File: config.mk
export PLATFORM = sky130hd
export DESIGN_NAME = mmio_uart_tx
export DESIGN_NICKNAME = d
export VERILOG_FILES = /design/src/rtl/mmio_pkg.sv /design/src/rtl/sync_fifo.sv /design/src/rtl/mmio_uart_tx.sv
export SDC_FILE = /design/constraint.sdc
export NUM_CORES = 1
export LEC_CHECK = 0
export CORE_ASPECT_RATIO = 1.25
export CORE_MARGIN = 1
export CORE_UTILIZATION = 44
export DETAILED_ROUTE_END_ITERATION = 8
export PLACE_DENSITY = 0.88
export SYNTH_ARGS = -nofsm -noshare
export SYNTH_HDL_FRONTEND = slang
export SYNTH_SLANG_ARGS = --single-unit
File: constraint.sdc
create_clock -name clk -period 2.58 [get_ports clk]
set_clock_uncertainty 0.05 [all_clocks]
set_input_delay 0.516 -clock clk [delete_from_list [all_inputs] [get_ports clk]]
set_output_delay 0.516 -clock clk [all_outputs]
set_load 0.02 [all_outputs]
File: src/rtl/mmio_pkg.sv
// Shared constants and types for the memory-mapped UART transmitter.
// Register map, status bit layout and the serial FSM state encoding.
package mmio_pkg;

    localparam logic [31:0] TX_ADDR   = 32'hFFFF_FF00;
    localparam logic [31:0] STAT_ADDR = 32'hFFFF_FF04;

    localparam int STAT_BUSY  = 0;
    localparam int STAT_EMPTY = 1;
    localparam int STAT_FULL  = 2;
    localparam int STAT_OVF   = 3;

    typedef enum logic [1:0] {
        IDLE,
        START,
        DATA,
        STOP
    } uart_state_t;

endpackage

File: src/rtl/sync_fifo.sv
// Single-clock FIFO with wrap-around pointers and an explicit count.
// Push when full and pop when empty are ignored.
module sync_fifo #(
    parameter int WIDTH = 8,
    parameter int DEPTH = 4
) (
    input  logic             clk,
    input  logic             reset,
    input  logic             push,
    input  logic             pop,
    input  logic [WIDTH-1:0] din,
    output logic [WIDTH-1:0] dout,
    output logic             full,
    output logic             empty
);

    localparam int AW = $clog2(DEPTH);
    localparam int CW = AW + 1;

    logic [WIDTH-1:0] mem [DEPTH];
    logic [AW-1:0]    rptr;
    logic [AW-1:0]    wptr;
    logic [CW-1:0]    count;
    logic             do_push;
    logic             do_pop;

    assign full    = (count == CW'(DEPTH));
    assign empty   = (count == '0);
    assign do_push = push && !full;
    assign do_pop  = pop && !empty;
    assign dout    = mem[rptr];

    always_ff @(posedge clk or negedge reset) begin
        if (!reset) begin
            rptr  <= '0;
            wptr  <= '0;
            count <= '0;
        end else begin
            if (do_push) wptr <= wptr + 1'b1;
            if (do_pop)  rptr <= rptr + 1'b1;
            case ({do_push, do_pop})
                2'b10:   count <= count + 1'b1;
                2'b01:   count <= count - 1'b1;
                default: count <= count;
            endcase
        end
    end

    // Storage needs no reset; the pointers define what is valid.
    always_ff @(posedge clk) begin
        if (do_push) mem[wptr] <= din;
    end

endmodule

File: src/rtl/mmio_uart_tx.sv
// CPU-store driven 8N1 UART transmitter with a small byte FIFO.
// Status readable at STAT_ADDR; overflow flag is sticky until cleared.
module mmio_uart_tx
    import mmio_pkg::*;
#(
    parameter int CLKS_PER_BIT = 16,
    parameter int FIFO_DEPTH   = 4
) (
    input  logic        clk,
    input  logic        reset,
    input  logic        mem_write,
    input  logic [31:0] data_adr,
    input  logic [31:0] write_data,
    output logic [31:0] read_data,
    output logic        tx,
    output logic        busy
);

    localparam logic [15:0] BIT_LAST = 16'(CLKS_PER_BIT - 1);

    uart_state_t state, state_n;
    logic [15:0] cnt, cnt_n;
    logic [2:0]  idx, idx_n;
    logic [7:0]  shreg, shreg_n;
    logic        ovf;
    logic        pop;
    logic        full;
    logic        empty;
    logic [7:0]  dout;
    logic        tx_wr;
    logic        stat_wr;
    logic        push;
    logic        ovf_set;
    logic        ovf_clr;

    assign tx_wr   = mem_write && (data_adr == TX_ADDR);
    assign stat_wr = mem_write && (data_adr == STAT_ADDR);
    // Uses pre-edge full, so a same-cycle pop never frees a slot.
    assign push    = tx_wr && !full;
    assign ovf_set = tx_wr && full;
    assign ovf_clr = stat_wr && write_data[0];
    assign busy    = !empty || (state != IDLE);

    sync_fifo #(
        .WIDTH (8),
        .DEPTH (FIFO_DEPTH)
    ) u_fifo (
        .clk   (clk),
        .reset (reset),
        .push  (push),
        .pop   (pop),
        .din   (write_data[7:0]),
        .dout  (dout),
        .full  (full),
        .empty (empty)
    );

    always_ff @(posedge clk or negedge reset) begin
        if (!reset) begin
            state <= IDLE;
            cnt   <= '0;
            idx   <= '0;
            shreg <= '0;
            ovf   <= 1'b0;
        end else begin
            state <= state_n;
            cnt   <= cnt_n;
            idx   <= idx_n;
            shreg <= shreg_n;
            if (ovf_set)      ovf <= 1'b1;
            else if (ovf_clr) ovf <= 1'b0;
        end
    end

    always_comb begin
        state_n = state;
        cnt_n   = cnt;
        idx_n   = idx;
        shreg_n = shreg;
        pop     = 1'b0;
        unique case (state)
            IDLE: begin
                if (!empty) begin
                    pop     = 1'b1;
                    shreg_n = dout;
                    cnt_n   = BIT_LAST;
                    state_n = START;
                end
            end
            START: begin
                if (cnt == '0) begin
                    idx_n   = '0;
                    cnt_n   = BIT_LAST;
                    state_n = DATA;
                end else begin
                    cnt_n = cnt - 1'b1;
                end
            end
            DATA: begin
                if (cnt == '0) begin
                    shreg_n = shreg >> 1;
                    cnt_n   = BIT_LAST;
                    if (idx == 3'd7) state_n = STOP;
                    else             idx_n   = idx + 1'b1;
                end else begin
                    cnt_n = cnt - 1'b1;
                end
            end
            STOP: begin
                if (cnt == '0) begin
                    if (!empty) begin
                        pop     = 1'b1;
                        shreg_n = dout;
                        cnt_n   = BIT_LAST;
                        state_n = START;
                    end else begin
                        state_n = IDLE;
                    end
                end else begin
                    cnt_n = cnt - 1'b1;
                end
            end
            default: state_n = IDLE;
        endcase
    end

    always_comb begin
        tx = 1'b1;
        case (state)
            START:   tx = 1'b0;
            DATA:    tx = shreg[0];
            default: tx = 1'b1;
        endcase
    end

    always_comb begin
        read_data = '0;
        if (data_adr == STAT_ADDR) begin
            read_data[STAT_OVF]   = ovf;
            read_data[STAT_FULL]  = full;
            read_data[STAT_EMPTY] = empty;
            read_data[STAT_BUSY]  = busy;
        end
    end

endmodule

Word-level counts from Yosys, hierarchy flattened
Memories as Yosys holds them, arrays and structs flattened.
Cells that the tools add are included.

word-level totals
  register bits after elaboration = 37
  memory bits (writable) = 32
  input port bits = 67
  output and inout port bits = 34
  logic and storage cells = 81
  memories kept = 1

cells by class
  add/subtract/negate cells = 6
  equality and inequality tests = 15
  muxes and demuxes = 29
  reduce and logical (&&, ||, !) cells = 22

memories
  name        depth  bits a word  read ports  clocked after memory_dff  wr ports  line             text
  u_fifo.mem  4      8            1           0                         1         sync_fifo.sv:20  logic [WIDTH-1:0] mem [DEPTH];

operator list
  cell                                                                   count
  32-bit equality test, second input constant                            2
  16-bit 2-to-1 mux                                                      3
  16-bit one-hot mux with 3 select lines                                 1
  8-bit 2-to-1 mux                                                       3
  8-bit one-hot mux with 3 select lines                                  1
  16-bit logical NOT                                                     1
  16-bit by 1-bit subtractor with 16-bit output, second input constant   1
  2-bit != test, second input constant                                   6
  3-bit one-hot mux with 2 select lines                                  2
  2-bit 2-to-1 mux                                                       5
  3-bit 2-to-1 mux                                                       3
  2-bit one-hot mux with 4 select lines                                  1
  2-bit nonzero test                                                     4
  1-bit logical AND                                                      7
  1-bit 2-to-1 mux                                                       7
  3-bit by 1-bit adder with 3-bit output, second input constant          2
  2-bit equality test, second input constant                             3
  3-bit equality test, second input constant                             2
  5-bit AND reduction                                                    1
  2-bit by 1-bit adder with 2-bit output, second input constant          2
  2-bit by 1-bit equality test with 1-bit output, second input constant  2
  4-bit 2-to-1 mux                                                       1
  1-bit one-hot mux with 2 select lines                                  2
  4-bit AND reduction                                                    1
  other kinds (8)                                                        9

Longest topological paths before layout
Gate-level depths: netlist of the first run.

  depth in word-level cells = 7
  gate-level depth with buffers = 13
  mapped depth without buffers = 12

Cells and area by module
Synthesis of the first run repeated with hierarchy kept, for this count alone.

second synthesis, totals
  cells, all modules = 328
  area total of the unflattened synthesis = 3,873.7 µm²

by module, submodules not included
  module        instances  cells an instance  area each (µm²)  sequential area each (µm²)
  mmio_uart_tx  1          249                2,280.9          750.7
  sync_fifo     1          79                 1,592.8          1,136.1

Worst setup path after synthesis of the first run
No wires, ideal clock.

  path kind = flip-flop to flip-flop
  from = reg cnt[0]
  to = reg u_fifo.count[2]
  setup time = 0.079 ns
  arrival time = 2.715 ns
  required time = 2.451 ns
  setup slack = -0.264 ns
  stages on the path, launching flop included = 14
  path buffers = 1
  period minus slack after synthesis = 2.844 ns
  path through = dfrtp_1 inv_1 ha_1 or3b_2 and4bb_1 buf_4 a21oi_2 nor3_2 ha_1 inv_1 fa_1 xor2_1 nor2_1 xor2_1

on the way
  cells in the longest elaborated chain, start to end = 6
  elaborated cells between the ends (all ways) = 8
  those cells by class = eq/ne: 2; mux: 3; reduce/logical: 3

RTL lines
  item                                                                                          line                 text
  start: declaration                                                                            mmio_uart_tx.sv:22   logic [15:0] cnt, cnt_n;
  start signal: assignment                                                                      mmio_uart_tx.sv:67   cnt <= cnt_n;
  16-bit logical NOT *                                                                          mmio_uart_tx.sv:110  if (cnt == '0) begin
  1-bit 2-to-1 mux *                                                                            mmio_uart_tx.sv:110
  1-bit one-hot mux with 2 select lines *                                                       mmio_uart_tx.sv:81   unique case (state)
  1-bit logical AND *                                                                           sync_fifo.sv:30      assign do_pop = pop && !empty;
  via u_fifo.do_pop                                                                             sync_fifo.sv:25      logic do_pop;
  2-bit by 1-bit equality test with 1-bit output / 2-bit equality test (equally long branches)  sync_fifo.sv:41      case ({do_push, do_pop})
  3-bit one-hot mux with 2 select lines / 2-bit nonzero test (equally long branches)            -
  end signal: assignment                                                                        sync_fifo.sv:42      2'b10: count <= count + 1'b1;
  end signal: assignment                                                                        sync_fifo.sv:43      2'b01: count <= count - 1'b1;
  end signal: assignment                                                                        sync_fifo.sv:44      default: count <= count;
  end: declaration                                                                              sync_fifo.sv:23      logic [CW-1:0] count;

Mark *: on every way through the listed nets, which the timed path passes. The rest lies on a longest branch.
A chain may end at the register's enable or synchronous reset.

Worst setup path in the final report of the first run
  from = reg cnt[1]
  to = reg u_fifo.count[2]

Same word-level chain as after synthesis.

==> flow_summary.rst, run 1 <==
.. list-table::
   :header-rows: 1

   * - Metric
     - Value
   * - Top-Level Pins
     - 101
   * - Initial cell density of the core
     - 0.462
   * - Violated checks
     - negative setup slack
   * - Horizontal die dimension
     - 83.3 um
   * - Leading cell types in the layout, fill and taps excluded
     - dfrtp_1, buf_4, edfxtp_1
   * - Crit. End Element
     - flip-flop
   * - Post-Syn Area
     - 3640 sq um
   * - Core utilization of the finished layout
     - 0.589
   * - Leakage dissipation
     - 2.09 nW
   * - Detail-routed via count per cell
     - 5.42
   * - Clock Latency Late Sink
     - 0.35 ns
   * - Slew at the pin with the worst max-slew slack
     - 0.831 ns
   * - Via Count
     - 2695
   * - Final period util
     - 1.06
   * - Number of buffers added by the clock tree synthesis step
     - 9
   * - DP Area
     - 4380 sq um
   * - Layout overhead on the synthesized area
     - 27.6%
   * - Nets@finish
     - 478
   * - Kind of start point of the critical path
     - flip-flop
   * - First-pass GRT wire length
     - 12400 um
   * - Mean cell area of the mapped netlist
     - 11.7 sq um
   * - Headroom to the max-slew limit
     - 0.446
   * - Sequential Area
     - 1890 sq um
   * - Number of cells produced by synthesis
     - 311
   * - # rows
     - 36
   * - Vias in the first global route
     - 2772
   * - Height of the chip
     - 104 um
   * - Worst reg-to-reg setup slack
     - -0.17 ns
   * - Antenna Violating Nets Remaining
     - 0
   * - Core footprint
     - 7880 sq um
   * - First-pass iteration count of the detailed router
     - 4
   * - Area occupied by multi-input gates
     - 1630 sq um
   * - Antenna violations before repair
     - 0
   * - Status
     - complete, but fails checks
   * - Count of unresolved DRC violations after routing
     - 0
   * - Count of port buffers added during placement
     - 48
   * - Routed wire per std cell
     - 15.4 um
   * - Worst min-delay path class
     - primary input to async pin
   * - Number of H-tree branching levels
     - 3
   * - Filler cell count in the final layout
     - 577
   * - Number of antenna repair diodes
     - 0
   * - Max VDD drop
     - 0.000437 V
   * - TritonCTS clock tree
     - done
   * - CP Data Arrival Time
     - 2.98 ns
   * - Fraction of synthesis flops using an asynchronous set or reset pin
     - 0.536
   * - Worst setup path startpoint
     - cnt[1]
   * - Final setup fails
     - 2
   * - Worst-case clock buffer depth
     - 2
   * - Total power draw
     - 2.27 mW
   * - Sum Neg Setup Slack
     - -0.225 ns
   * - Hold violation total from the final report
     - 0
   * - Crit path max fanout
     - 4
   * - Count of flip-flops with a built-in enable after synthesis
     - 32
   * - HPWL Detailed
     - 5490 um
   * - Final design instance area without fill
     - 4640 sq um
   * - Synth Register Bits
     - 69
   * - Sequential area share after synthesis
     - 0.519
   * - Maximum number of pins on one net before global-route repair
     - 38
   * - Capture point of the worst reg-to-reg path
     - u_fifo.count[2]
   * - Grt ovf
     - 0
   * - Share of post-route cells with drive strength above 1
     - 0.231
   * - Power density relative to cell area
     - 488 nW/um^2
   * - Worst Setup Slack, final
     - -0.167 ns
   * - Main flop type after synthesis
     - dfrtp_1
   * - Reg2reg path depth
     - 12
   * - Gpl congestion
     - 0.910
   * - Required time reported for the critical path endpoint
     - 2.81 ns
   * - TritonCTS sink count
     - 69
   * - Max cap viols
     - 0
   * - Total routing usage reported by global routing
     - 0.185
   * - Number of distinct library cell variants in the gate-level netlist after synthesis
     - 50
   * - Type of the worst setup path
     - flip-flop to flip-flop
   * - Worst hold-check slack
     - 0.213 ns
   * - Final number of max-transition violations
     - 0
   * - Warnings, synthesis
     - 0
   * - Die Area
     - 8640 sq um
   * - Minimum clock period
     - 2.75 ns
   * - Initial DRC Count
     - 204
   * - Worst flop-to-flop path startpoint
     - cnt[1]
   * - Overall routed net length
     - 7660 um
   * - Clock transition at the register clock pins on the worst setup and hold paths after CTS
     - 0.07 ns
   * - Fmax achieved
     - 364 MHz
   * - RSZ-0062 raised after global routing
     - true
   * - Master cell of the clock root buffer
     - clkbuf_8
## worst max-delay path: stages (launching register included)
cell and delay, ns:
dfrtp_1 0.39, inv_2 0.07, ha_4 0.14, or3b_4 0.37, and4bb_2 0.35, a21oi_4 0.08, nor3_4 0.23, ha_2 0.22
inv_2 0.04, fa_2 0.33, xor2_1 0.14, nor2_1 0.12, xor2_1 0.14
## flip-flops by register name (all words and copies together), names as in the netlist
register / flops
state: 2
ovf: 1
cnt: 16
u_fifo.wptr: 2
shreg: 8
idx: 3
u_fifo.count: 3
u_fifo.mem: 32
u_fifo.rptr: 2
## Yosys cell counts, types with 7 or more instances
| library cell | instances | area share |
|---|---|---|
| and3_1 | 8 | 0.014 |
| ha_1 | 13 | 0.045 |
| nor2_1 | 20 | 0.021 |
| nor3_1 | 8 | 0.011 |
| a21oi_1 | 13 | 0.018 |
| o21ai_0 | 7 | 0.0096 |
| edfxtp_1 | 32 | 0.26 |
| buf_4 | 29 | 0.060 |
| mux4_2 | 8 | 0.050 |
| inv_1 | 12 | 0.012 |
| mux2i_1 | 8 | 0.022 |
| o21ai_1 | 13 | 0.018 |
| nand2_1 | 18 | 0.019 |
| a22o_1 | 9 | 0.022 |
| dfrtp_1 | 37 | 0.25 |
## worst max path at each step
stage / end / slack, ns / cells after the start
after floorplan: u_fifo.count[2] / -0.25 / 12
after global placement: read_data[0] / -0.66 / 6
after detailed placement: read_data[0] / -0.77 / 6
after CTS: u_fifo.count[2] / -0.18 / 12
after global routing: u_fifo.count[2] / -0.31 / 12
final: u_fifo.count[2] / -0.17 / 12
## what timing repair did
action,in CTS,in global routing
endpoints found under the hold margin,0,0
gates resized for setup,35,26
endpoints found under the setup margin,7,7
pin swaps,11,12
hold buffers,0,0
buffers inserted,2,4
## report_power, final
part / internal (mW) / leakage, nW / total (mW) / switching (mW)
Sequential: 1.22 / 0.749 / 1.25 / 0.0397
Clock: 0.346 / 0.0860 / 0.748 / 0.402
Combinational: 0.123 / 1.26 / 0.265 / 0.142
## layer usage
metal / up-vias / global-route usage / routed length [um]
li1: 1263 / - / -
met1: 1299 / 0.197 / 2890
met2: 113 / 0.328 / 4140
met3: 20 / 0.0454 / 415
met4: 0 / 0.108 / 206
met5: - / 0 / 0
## area by class of cell
class / instances / share of cell area
sequential: 69 / 0.406
multi-input combinational: 218 / 0.350
timing repair buffer: 87 / 0.172
clock buffer: 10 / 0.0275
tap: 95 / 0.0256
inverter: 12 / 0.00970
clock inverter: 6 / 0.00862
## metrics by stage
stage | setup WS, ns | cells
after floorplan | -0.246 | 338
after global routing | -0.306 | 497
after global placement | -0.662 | 475
after detailed placement | -0.766 | 475
final | -0.167 | 497
after CTS | -0.177 | 493
## cells by family (layout without fill, tap and decap cells)
family	after synthesis	count (layout)	share of synthesized area
adder cells (fa/ha/maj)	14	14	0.0502
other	1	28	0.00103
multiplexers	19	19	0.0808
buffers and inverters	51	115	0.0839
XOR/XNOR	7	7	0.0169
AND/OR/NAND/NOR	90	90	0.140
AO/OA/AOI/OAI	60	60	0.109
flip-flops	69	69	0.519
Power figures use the tool's default switching activity.
==> inputs of run 2 (changes only) <==
--- a/config.mk
+++ b/config.mk
@@ -7,9 +7,9 @@
 export LEC_CHECK = 0
 export CORE_ASPECT_RATIO = 1.25
 export CORE_MARGIN = 1
-export CORE_UTILIZATION = 44
+export CORE_UTILIZATION = 25
 export DETAILED_ROUTE_END_ITERATION = 8
-export PLACE_DENSITY = 0.88
+export PLACE_DENSITY = 0.6
 export SYNTH_ARGS = -nofsm -noshare
 export SYNTH_HDL_FRONTEND = slang
 export SYNTH_SLANG_ARGS = --single-unit
==> constraint.sdc (replaced) <==
create_clock -name clk -period 2.4 [get_ports clk]
set_clock_uncertainty 0.05 [all_clocks]
set_input_delay 0.48 -clock clk [delete_from_list [all_inputs] [get_ports clk]]
set_output_delay 0.48 -clock clk [all_outputs]
set_load 0.02 [all_outputs]
==> run 2 against run 1 <==
  * The flow still finishes with violations (negative setup slack)
  * Utilization decreased by 24 points
  * Combinational power increased by 6%
  * Sequential power increased by 8%
  * Maximum frequency increased by 3.7%
  * Routed wire length decreased by 3.2%
  * Register-to-register slack got worse by 0.08 ns
  * Critical path type unchanged
  * Critical endpoint unchanged
  * Largest power group unchanged
  * Highest routed layer unchanged
==> flow_summary.rst, run 2 (same netlist as run 1, synthesis figures left out) <==
.. list-table::
   :header-rows: 1

   * - Metric
     - Value
   * - Status
     - complete, but fails checks
   * - Violated checks
     - negative setup slack
   * - Antenna violations before repair
     - 0
   * - Crit. End Element
     - flip-flop
   * - CP Data Arrival Time
     - 2.86 ns
   * - Total routing usage reported by global routing
     - 0.108
   * - Slew at the pin with the worst max-slew slack
     - 0.841 ns
   * - Required time reported for the critical path endpoint
     - 2.61 ns
   * - Clock transition at the register clock pins on the worst setup and hold paths after CTS
     - 0.06 ns
   * - HPWL Detailed
     - 5560 um
   * - Type of the worst setup path
     - flip-flop to flip-flop
   * - Number of standard cells in the final layout excluding fillers
     - 581
   * - Worst flop-to-flop path startpoint
     - cnt[0]
   * - Net load switching power
     - 0.723 mW
   * - Leakage dissipation
     - 2.22 nW
   * - Top-Level Pins
     - 101
   * - Initial cell density of the core
     - 0.260
   * - Worst setup path startpoint
     - cnt[0]
   * - Vias in the first global route
     - 2692
   * - Antenna Violating Nets Remaining
     - 0
   * - Number of antenna repair diodes
     - 0
   * - Overall routed net length
     - 7410 um
   * - Area occupied by multi-input gates
     - 1620 sq um
   * - Final design instance area without fill
     - 4930 sq um
   * - Count of port buffers added during placement
     - 48
   * - Worst Setup Slack, final
     - -0.250 ns
   * - Share of post-route cells with drive strength above 1
     - 0.239
   * - Height of the chip
     - 137 um
   * - TritonCTS sink count
     - 69
   * - Clock Latency Late Sink
     - 0.33 ns
   * - Max reg flops
     - 32
   * - Initial DRC Count
     - 97
   * - RSZ-0062 raised after global routing
     - true
   * - Combinational share of power
     - 0.094
   * - Filler cell count in the final layout
     - 1371
   * - Total power draw
     - 2.98 mW
   * - Final number of max-transition violations
     - 0
   * - Horizontal die dimension
     - 110 um
   * - First-pass GRT wire length
     - 12400 um
   * - Core footprint
     - 14000 sq um
   * - Routed wire per std cell
     - 12.8 um
   * - Die Area
     - 15000 sq um
   * - Gpl congestion
     - 0.834
   * - Worst-case clock buffer depth
     - 2
   * - Final period util
     - 1.10
   * - Number of H-tree branching levels
     - 3
   * - Final setup fails
     - 2
   * - Registers with the most flip-flops
     - u_fifo.mem (32), cnt (16), shreg (8)
   * - Worst reg-to-reg setup slack
     - -0.25 ns
   * - Layout overhead on the synthesized area
     - 35.6%
   * - Grt ovf
     - 0
   * - Crit path max fanout
     - 4
   * - Place WS
     - -0.863 ns
   * - Count of unresolved DRC violations after routing
     - 0
   * - First-pass iteration count of the detailed router
     - 4
   * - Hold buffer count at CTS
     - 0
   * - Worst hold-check slack
     - 0.197 ns
   * - Sequential Area
     - 1890 sq um
   * - Reg2reg path depth
     - 12
   * - Clock power share
     - 0.453
   * - # rows
     - 48
   * - Max VDD drop
     - 0.000315 V
   * - Via Count
     - 2669
   * - Capture point of the worst reg-to-reg path
     - u_fifo.count[2]
   * - Fmax achieved
     - 377 MHz
   * - Hold violation total from the final report
     - 0
   * - Leading cell types in the layout, fill and taps excluded
     - buf_4, dfrtp_1, edfxtp_1
   * - Minimum clock period
     - 2.65 ns
   * - Number of buffers added by the clock tree synthesis step
     - 9
   * - Max cap viols
     - 0
   * - DP Area
     - 4560 sq um
   * - Leading cell type in the layout, fill and taps excluded
     - buf_4
   * - Worst min-delay path class
     - primary input to async pin
   * - Maximum number of pins on one net before global-route repair
     - 38
   * - Power density relative to cell area
     - 604 nW/um^2
   * - Detail-routed via count per cell
     - 4.59
   * - TritonCTS clock tree
     - done
   * - Nets@finish
     - 482
   * - Headroom to the max-slew limit
     - 0.439
   * - Register with the most flip-flops
     - u_fifo.mem
   * - Master cell of the clock root buffer
     - clkbuf_16
   * - Switching share of total power
     - 0.243
   * - Placed cells
     - 564
   * - Cell-internal power
     - 2.26 mW
   * - Part of the power in registers
     - 0.453
   * - Kind of start point of the critical path
     - flip-flop
## run 2: cell types whose count changed in the layout (fill, tap and decap cells not counted), sizes merged
cell | before | now
buf | 44 | 50
bufinv | 0 | 1
clkinvlp | 1 | 2
clkdlybuf4s15 | 4 | 3
inv | 12 | 16
dlymetal6s2s | 9 | 15
clkbuf | 13 | 12
clkdlybuf4s50 | 25 | 18
clkinv | 5 | 0
## run 2: cell type report
type / instances / area share
timing repair buffer: 91 / 0.174
multi-input combinational: 218 / 0.329
inverter: 12 / 0.00913
clock inverter: 7 / 0.0162
clock buffer: 9 / 0.0456
tap: 175 / 0.0444
sequential: 69 / 0.382
## run 2: worst max-delay path by stage
stage | to | cells after the start
finish | u_fifo.count[2] | 12
global route | u_fifo.count[2] | 12
CTS | u_fifo.count[2] | 12
detailed placement | read_data[0] | 7
global placement | read_data[0] | 7
floorplan | u_fifo.count[2] | 12
## run 2: repair_timing
| item | CTS | global route |
|---|---|---|
| endpoints found under the setup margin | 40 | 19 |
| pin swaps | 9 | 13 |
| buffers inserted | 1 | 0 |
| gates resized for setup | 45 | 29 |
## run 2: metrics by stage
step,TNS [ns],util
after floorplan,-0.745,-
after global placement,-16.75,0.326
after detailed placement,-17.15,0.326
after CTS,-0.657,0.348
after global routing,-0.706,0.353
final,-0.400,0.353
## run 2: routing by layer
metal,vias to the layer above,global-route usage,part of all wire
met3,6,0.0295,0.052
li1,1266,-,-
met1,1296,0.117,0.40
met2,101,0.197,0.53
met4,0,0.0444,0.011
met5,-,0,0
## run 2: critical path, stage by stage (launching register included)
cell and delay [ns]:
dfrtp_1 0.37, inv_1 0.09, ha_4 0.14, or3b_4 0.39, and4bb_2 0.36, a21oi_4 0.08
nor3_4 0.14, ha_2 0.21, inv_2 0.04, fa_2 0.32, xor2_1 0.14, nor2_1 0.11
xor2_1 0.14
## run 2: power groups by stage
| stage | Combinational [mW] | Sequential (mW) | Clock [mW] |
|---|---|---|---|
| after floorplan | 0.185 | 1.36 | 0 |
| after global placement | 0.287 | 1.37 | 0 |
| after detailed placement | 0.298 | 1.37 | 0 |
| after CTS | 0.288 | 1.35 | 1.38 |
| after global routing | 0.321 | 1.36 | 1.43 |
| final | 0.281 | 1.35 | 1.35 |
